--- config.mk ---
export PLATFORM = sky130hd
export DESIGN_NAME = fetch_unit_flat
export DESIGN_NICKNAME = d
export VERILOG_FILES = /design/src/rtl/fetch_unit_pkg.sv /design/src/rtl/fetch_unit_if.sv /design/src/rtl/fetch_unit_byte_swap32.sv /design/src/rtl/fetch_unit.sv /design/src/flat_wrapper.sv
export SDC_FILE = /design/constraint.sdc
export NUM_CORES = 1
export LEC_CHECK = 0
export ABC_AREA = 1
export CAP_MARGIN = 15
export CORE_MARGIN = 1.5
export CORE_UTILIZATION = 41
export CTS_BUF_LIST = sky130_fd_sc_hd__clkbuf_16
export DETAILED_ROUTE_END_ITERATION = 12
export PLACE_DENSITY = 0.8
export SYNTH_ARGS = -nofsm -noshare
export SYNTH_HDL_FRONTEND = slang
export SYNTH_SLANG_ARGS = --single-unit
--- constraint.sdc ---
create_clock -name clk -period 1.5 [get_ports clk]
set_input_delay 0.225 -clock clk [delete_from_list [all_inputs] [get_ports clk]]
set_output_delay 0.225 -clock clk [all_outputs]
set_load 0.02 [all_outputs]
--- src/rtl/fetch_unit_pkg.sv ---
// Shared definitions for the instruction-fetch path: FSM encoding and
// the word-alignment mask also used by the program counter.
package fetch_unit_pkg;

    typedef enum logic [1:0] {
        StIdle = 2'd0,
        StReq  = 2'd1,
        StErr  = 2'd2
    } fetch_state_e;

    localparam logic [31:0] WORD_MASK = 32'hFFFF_FFFC;

endpackage

--- src/rtl/fetch_unit_if.sv ---
// Instruction-memory request/acknowledge port.
interface fetch_unit_if;

    logic        req;
    logic [31:0] addr;
    logic        ack;
    logic [31:0] rdata;

    modport master (
        output req,
        output addr,
        input  ack,
        input  rdata
    );

    modport slave (
        input  req,
        input  addr,
        output ack,
        output rdata
    );

endinterface

--- src/rtl/fetch_unit_byte_swap32.sv ---
// Pure combinational byte reversal of a 32-bit word; shared with the data-memory side.
module byte_swap32 (
    input  logic [31:0] din,
    output logic [31:0] dout
);

    assign dout = {din[7:0], din[15:8], din[23:16], din[31:24]};

endmodule

--- src/rtl/fetch_unit.sv ---
// Instruction fetch: turns the phase-f address into an imem request/ack transaction,
// loads the returned word into ir and stalls the phase generator until it arrives.
module fetch_unit
    import fetch_unit_pkg::*;
#(
    parameter int unsigned TIMEOUT    = 64,
    parameter logic [31:0] ERR_WORD   = 32'h0000_0000,
    parameter bit          SWAP_BYTES = 1'b0
) (
    input  logic               clk,
    input  logic               n_rst,
    input  logic               hlt,
    input  logic               phase_f,
    input  logic [31:0]        pc,
    fetch_unit_if.master       imem,
    output logic [31:0]        ir,
    output logic               ir_valid,
    output logic               stall,
    output logic               fetch_err
);

    localparam bit          TimeoutEn = (TIMEOUT != 0);
    localparam int unsigned CntW      = TimeoutEn ? $clog2(TIMEOUT + 1) : 1;
    localparam logic [CntW-1:0] CntLast = CntW'(TimeoutEn ? TIMEOUT - 1 : 0);

    fetch_state_e    state_q, state_d;
    logic [31:0]     addr_q, addr_d;
    logic [31:0]     ir_q, ir_d;
    logic [CntW-1:0] cnt_q, cnt_d;
    logic            ir_valid_q, ir_valid_d;
    logic            err_q, err_d;
    logic [31:0]     rdata_swapped;
    logic [31:0]     rdata_in;

    byte_swap32 u_swap (
        .din  (imem.rdata),
        .dout (rdata_swapped)
    );

    assign rdata_in = SWAP_BYTES ? rdata_swapped : imem.rdata;

    always_comb begin
        state_d    = state_q;
        addr_d     = addr_q;
        ir_d       = ir_q;
        cnt_d      = cnt_q;
        ir_valid_d = 1'b0;
        err_d      = err_q;
        unique case (state_q)
            StIdle: begin
                if (phase_f && !hlt) begin
                    addr_d  = pc & WORD_MASK;
                    cnt_d   = '0;
                    state_d = StReq;
                end
            end
            StReq: begin
                // Abort wins over both a returning word and an expiring timeout.
                if (hlt) begin
                    state_d = StIdle;
                end else if (imem.ack) begin
                    ir_d       = rdata_in;
                    ir_valid_d = 1'b1;
                    state_d    = StIdle;
                end else if (TimeoutEn && (cnt_q == CntLast)) begin
                    ir_d       = ERR_WORD;
                    ir_valid_d = 1'b1;
                    err_d      = 1'b1;
                    state_d    = StErr;
                end else begin
                    cnt_d = cnt_q + CntW'(1);
                end
            end
            StErr: begin
                state_d = StErr;
            end
            default: begin
                state_d = StIdle;
            end
        endcase
    end

    always_ff @(posedge clk) begin
        if (!n_rst) begin
            state_q    <= StIdle;
            addr_q     <= '0;
            ir_q       <= '0;
            cnt_q      <= '0;
            ir_valid_q <= 1'b0;
            err_q      <= 1'b0;
        end else begin
            state_q    <= state_d;
            addr_q     <= addr_d;
            ir_q       <= ir_d;
            cnt_q      <= cnt_d;
            ir_valid_q <= ir_valid_d;
            err_q      <= err_d;
        end
    end

    assign imem.req  = (state_q == StReq);
    assign imem.addr = addr_q;
    assign ir        = ir_q;
    assign ir_valid  = ir_valid_q;
    assign stall     = (state_q == StReq) || (state_q == StErr);
    assign fetch_err = err_q;

endmodule

--- src/flat_wrapper.sv ---
// flat-port wrapper written by rule: the top's interface ports become plain ports
module fetch_unit_flat import fetch_unit_pkg::*;
#(
    parameter int unsigned TIMEOUT    = 64,
    parameter logic [31:0] ERR_WORD   = 32'h0000_0000,
    parameter bit          SWAP_BYTES = 1'b0
)
  (clk, n_rst, hlt, phase_f, pc, ir, ir_valid, stall, fetch_err, imem_req, imem_addr, imem_ack, imem_rdata);
  fetch_unit_if imem_i ();
  input  logic clk;
  input  logic n_rst;
  input  logic hlt;
  input  logic phase_f;
  input  logic [31:0] pc;
  output logic [31:0] ir;
  output logic ir_valid;
  output logic stall;
  output logic fetch_err;
  output wire logic [$bits(imem_i.req)-1:0] imem_req;
  output wire logic [$bits(imem_i.addr)-1:0] imem_addr;
  input wire logic [$bits(imem_i.ack)-1:0] imem_ack;
  input wire logic [$bits(imem_i.rdata)-1:0] imem_rdata;
  assign imem_req = imem_i.req;
  assign imem_addr = imem_i.addr;
  assign imem_i.ack = imem_ack;
  assign imem_i.rdata = imem_rdata;
  fetch_unit #(.TIMEOUT(TIMEOUT), .ERR_WORD(ERR_WORD), .SWAP_BYTES(SWAP_BYTES)) u_core (.clk(clk), .n_rst(n_rst), .hlt(hlt), .phase_f(phase_f), .pc(pc), .imem(imem_i), .ir(ir), .ir_valid(ir_valid), .stall(stall), .fetch_err(fetch_err));
endmodule
==> implementation parameters <==
Parameter                              Value

Final layout
  Inserted Diodes ... 0
  Final core utilization ... 0.709
  Fraction of layout instances using a drive strength above 1 ... 0.187
  Syn-to-layout area delta ... 65.3%
  Fin nets ... 560
  Post-route cell area ... 4870 um^2

Global routing
  Antenna violations before repair ... 0
  Overflow left after global routing ... 0
  Wire length of the first global-routing pass ... roughly 12,000 um
  Maximum number of pins on one net before global-route repair ... 44
  Global router's overall resource usage ... 0.202
  Number of global-route vias before repair ... between 2k and 3k

Critical path
  Kind of launch point of the worst setup path ... flip-flop
  WP buf/inv ... 1
  CP delay by family, top ... buffers and inverters
  Startpoint of the most critical setup path ... u_core.imem.addr[23]
  Worst-path cell with the longest stage delay ... sky130_fd_sc_hd__clkdlybuf4s50_1
  Nature of the critical path endpoint ... output pin
  Critical path's largest stage delay ... ~600 ps
  Maximum fanout along the worst path ... 2
  Arrival @ worst endpoint ... around 1300 ps
  Critical path class ... reg -> out
  Startpoint of the worst-slack reg-to-reg timing path ... u_core.state_q[1]
  WP data required ... around 1300 ps
  Series of cell instances along the critical path ... clkdlybuf4s50_1

Drt
  Total routed wirelength ... 7970 um
  Number of search-and-repair iterations in the first detailed-routing pass ... 5
  Routed vias/inst ... approximately 4.8
  Antenna Violating Nets Remaining ... 0
  Average wire per cell in the routed design ... 13.6 um
  Via count of the routed design ... 2,801
  DR iter-0 viols ... around 130
  Post-route DRC ... 0

Timing
  Highest attainable clock frequency ... 676 MHz
  Period Utilization, post-route ... 0.986
  Max-slew violation total from the final report ... 0
  Worst Skew ... 4.32 ps
  RSZ-0062 raised after global routing ... yes
  Number of endpoints failing setup at the final stage ... 0
  Final setup TNS ... 0 ps
  Total count of hold-check failures in the final report ... 0
  Transition time at the pin with the least slew margin ... ~540 ps
  Min cycle time layout ... between 1000 and 1500 ps
  Tightest hold margin ... approximately 440 ps
  Normalized max-slew margin ... 0.638

Power and ir drop
  Total power density per cell area ... 1040 nW/um^2
  Reported net switching power ... approximately 1.4 mW
  Clock share of power ... 0.379
  Internal power ... 3.66 mW
  Largest vdd supply drop ... between 0.0008 and 0.0009 V
  Part of the total power dissipated in combinational logic ... 0.201
  Proportion of total power due to net switching ... 0.274
  Fraction of power consumed by sequential logic ... 0.420
  Leakage Power ... roughly 2.4 nW

Floorplanning
  Die H ... approximately 90 um
  Die X ... roughly 88 um
  Die area ... slightly below 8000 um^2
  Initial standard-cell utilization of the core ... 0.429
  CORE AREA ... around 6900 um^2
  Site row count ... 30
  Count of boundary I/O pins ... roughly 140

Logic synthesis
  Area of the mapped netlist ... ~3000 um^2
  Post-synthesis average cell area ... between 8 and 9 um^2
  Cell count after synthesis ... roughly 340
  Part of the Yosys area used for sequential elements ... 0.496
  Ys Warns ... 0
  Post-synthesis register bit count ... 73
  Number of unique standard cell types used by synthesis ... 20

Clock tree
  Library cell used as clock root buffer ... sky130_fd_sc_hd__clkbuf_16
  Bufs on Longest Clock Path ... 2
  Reg clk slew, reported paths ... 60 ps
  Cts hold-fix bufs ... 0
  Insertion delay of the later-clocked pin in the worst-skew pair ... roughly 320 ps
  TritonCTS Buffers ... 9
  Maximum level of the CTS H-tree ... 3
  Sinks on the clock net ... 73
  Clock tree from TritonCTS ... done

Placement
  IO buf count ... about 130
  RePlAce Congestion ... about 0.84
  Detailed-placement wirelength estimate ... roughly 5400 um
  Post-place instance area ... approximately 4500 um^2

Worst hold path
  Tightest Hold Check Type ... reg -> reg
  Start point of the worst hold path ... u_core.imem.addr[3]

Outcome
  Status ... complete, no violations

Run
  Count of maximum capacitance violations ... 0
==> logic make-up after synthesis <==
family,count (synthesis),share of synthesized area
AOI/OAI and AO/OA,104,0.246
and+or+nand+nor,96,0.143
DFF,73,0.496
buffers and inverters,63,0.0969
adders and majority gates,4,0.0170
other,1,0.00127
==> metal layers <==
metal  global-route usage  share of wire  vias up
met5                    0              0        -
met4               0.0779          0.016        0
met3               0.0754           0.10       12
met2                0.348           0.47      123
met1                0.227           0.41     1248
li1                     -              -     1418
==> metrics by stage <==
stage	instances	setup WS, ps	power [mW]
2_1_floorplan	342	46.2	2.63
3_3_place_gp	568	-420	3.12
3_5_place_dp	568	-482	3.14
4_1_cts	586	-14.4	5.05
5_1_grt	588	-21.4	5.27
6_report	588	21.5	5.04
==> cells in the mapped netlist (all sizes together) <==
cell type | count | area share
clkbuf | 13 | 0.017
buf | 8 | 0.027
a22oi | 29 | 0.12
ha | 4 | 0.017
nor3 | 1 | 0.0017
nand4 | 2 | 0.0042
inv | 42 | 0.054
nor2 | 45 | 0.059
nand2 | 36 | 0.057
dfxtp | 73 | 0.50
o21ai | 34 | 0.058
nand3 | 11 | 0.019
nor3b | 1 | 0.0025
conb | 1 | 0.0013
a21oi | 41 | 0.070
==> final timing paths <==
kind	slack [ps]	to	cells after the start
max	20	imem_addr[23]	1
min	440	u_core.imem.addr[3]	2
max reg2reg	80	u_core.ir[28]	6
min reg2reg	440	u_core.imem.addr[3]	2
==> registers in the layout (all words and copies together) (netlist names) <==
signal / cells
u_core.ir: 32
u_core.imem.addr: 30
u_core.cnt_q: 7
u_core.state_q: 2
u_core.fetch_err: 1
u_core.ir_valid: 1
==> power groups by stage <==
stage | Clock [mW] | Combinational (mW) | Sequential, mW
final | 1.91 | 1.01 | 2.12
after floorplan | 0 | 0.369 | 2.26
after detailed placement | 0 | 0.986 | 2.15
after global placement | 0 | 0.971 | 2.15
after global routing | 2.04 | 1.10 | 2.13
after CTS | 1.96 | 0.972 | 2.11
==> cells in the final DEF (no fill, tap or decap) <==
master / n
sky130_fd_sc_hd__a22oi_2: 26
sky130_fd_sc_hd__o21ai_1: 9
sky130_fd_sc_hd__ha_1: 1
sky130_fd_sc_hd__dlygate4sd2_1: 40
sky130_fd_sc_hd__inv_2: 2
sky130_fd_sc_hd__dlymetal6s2s_1: 22
sky130_fd_sc_hd__buf_2: 1
sky130_fd_sc_hd__nor2_1: 41
sky130_fd_sc_hd__a22oi_1: 3
sky130_fd_sc_hd__nor2_4: 3
sky130_fd_sc_hd__nor3b_2: 1
sky130_fd_sc_hd__buf_6: 2
sky130_fd_sc_hd__clkinv_1: 1
sky130_fd_sc_hd__nand2_2: 6
sky130_fd_sc_hd__nand2_8: 1
sky130_fd_sc_hd__dfxtp_1: 69
sky130_fd_sc_hd__clkinvlp_4: 4
sky130_fd_sc_hd__dfxtp_2: 4
sky130_fd_sc_hd__inv_1: 39
sky130_fd_sc_hd__a21oi_1: 41
sky130_fd_sc_hd__clkbuf_16: 9
sky130_fd_sc_hd__o21ai_0: 25
sky130_fd_sc_hd__conb_1: 2
sky130_fd_sc_hd__nand4_1: 2
sky130_fd_sc_hd__clkdlybuf4s50_1: 68
sky130_fd_sc_hd__buf_12: 5
sky130_fd_sc_hd__clkinv_2: 2
sky130_fd_sc_hd__ha_4: 3
sky130_fd_sc_hd__nor2_2: 2
sky130_fd_sc_hd__inv_6: 1
sky130_fd_sc_hd__buf_4: 16
sky130_fd_sc_hd__nand2_1: 26
sky130_fd_sc_hd__nand3_1: 10
sky130_fd_sc_hd__nand3_2: 1
sky130_fd_sc_hd__nor3_1: 1
sky130_fd_sc_hd__nand2_4: 3
==> timing repair <==
action                                  4_1_cts  5_1_grt
pin swaps                                     1        3
endpoints found under the setup margin       73       86
gates resized for setup                      55       49
cloned                                        1        0
setup buffers                                 1        2
==> cell type report <==
class | instances | area [um^2]
Sequential cell | 73 | 1470
Fill cell | 556 | 2000
Clock buffer | 9 | 225
Multi-Input combinational cell | 207 | 1300
Inverter | 42 | 161
Tap cell | 96 | 120
Clock inverter | 7 | 45.0
Timing Repair Buffer | 154 | 1550
Power figures use the tool's default switching activity.
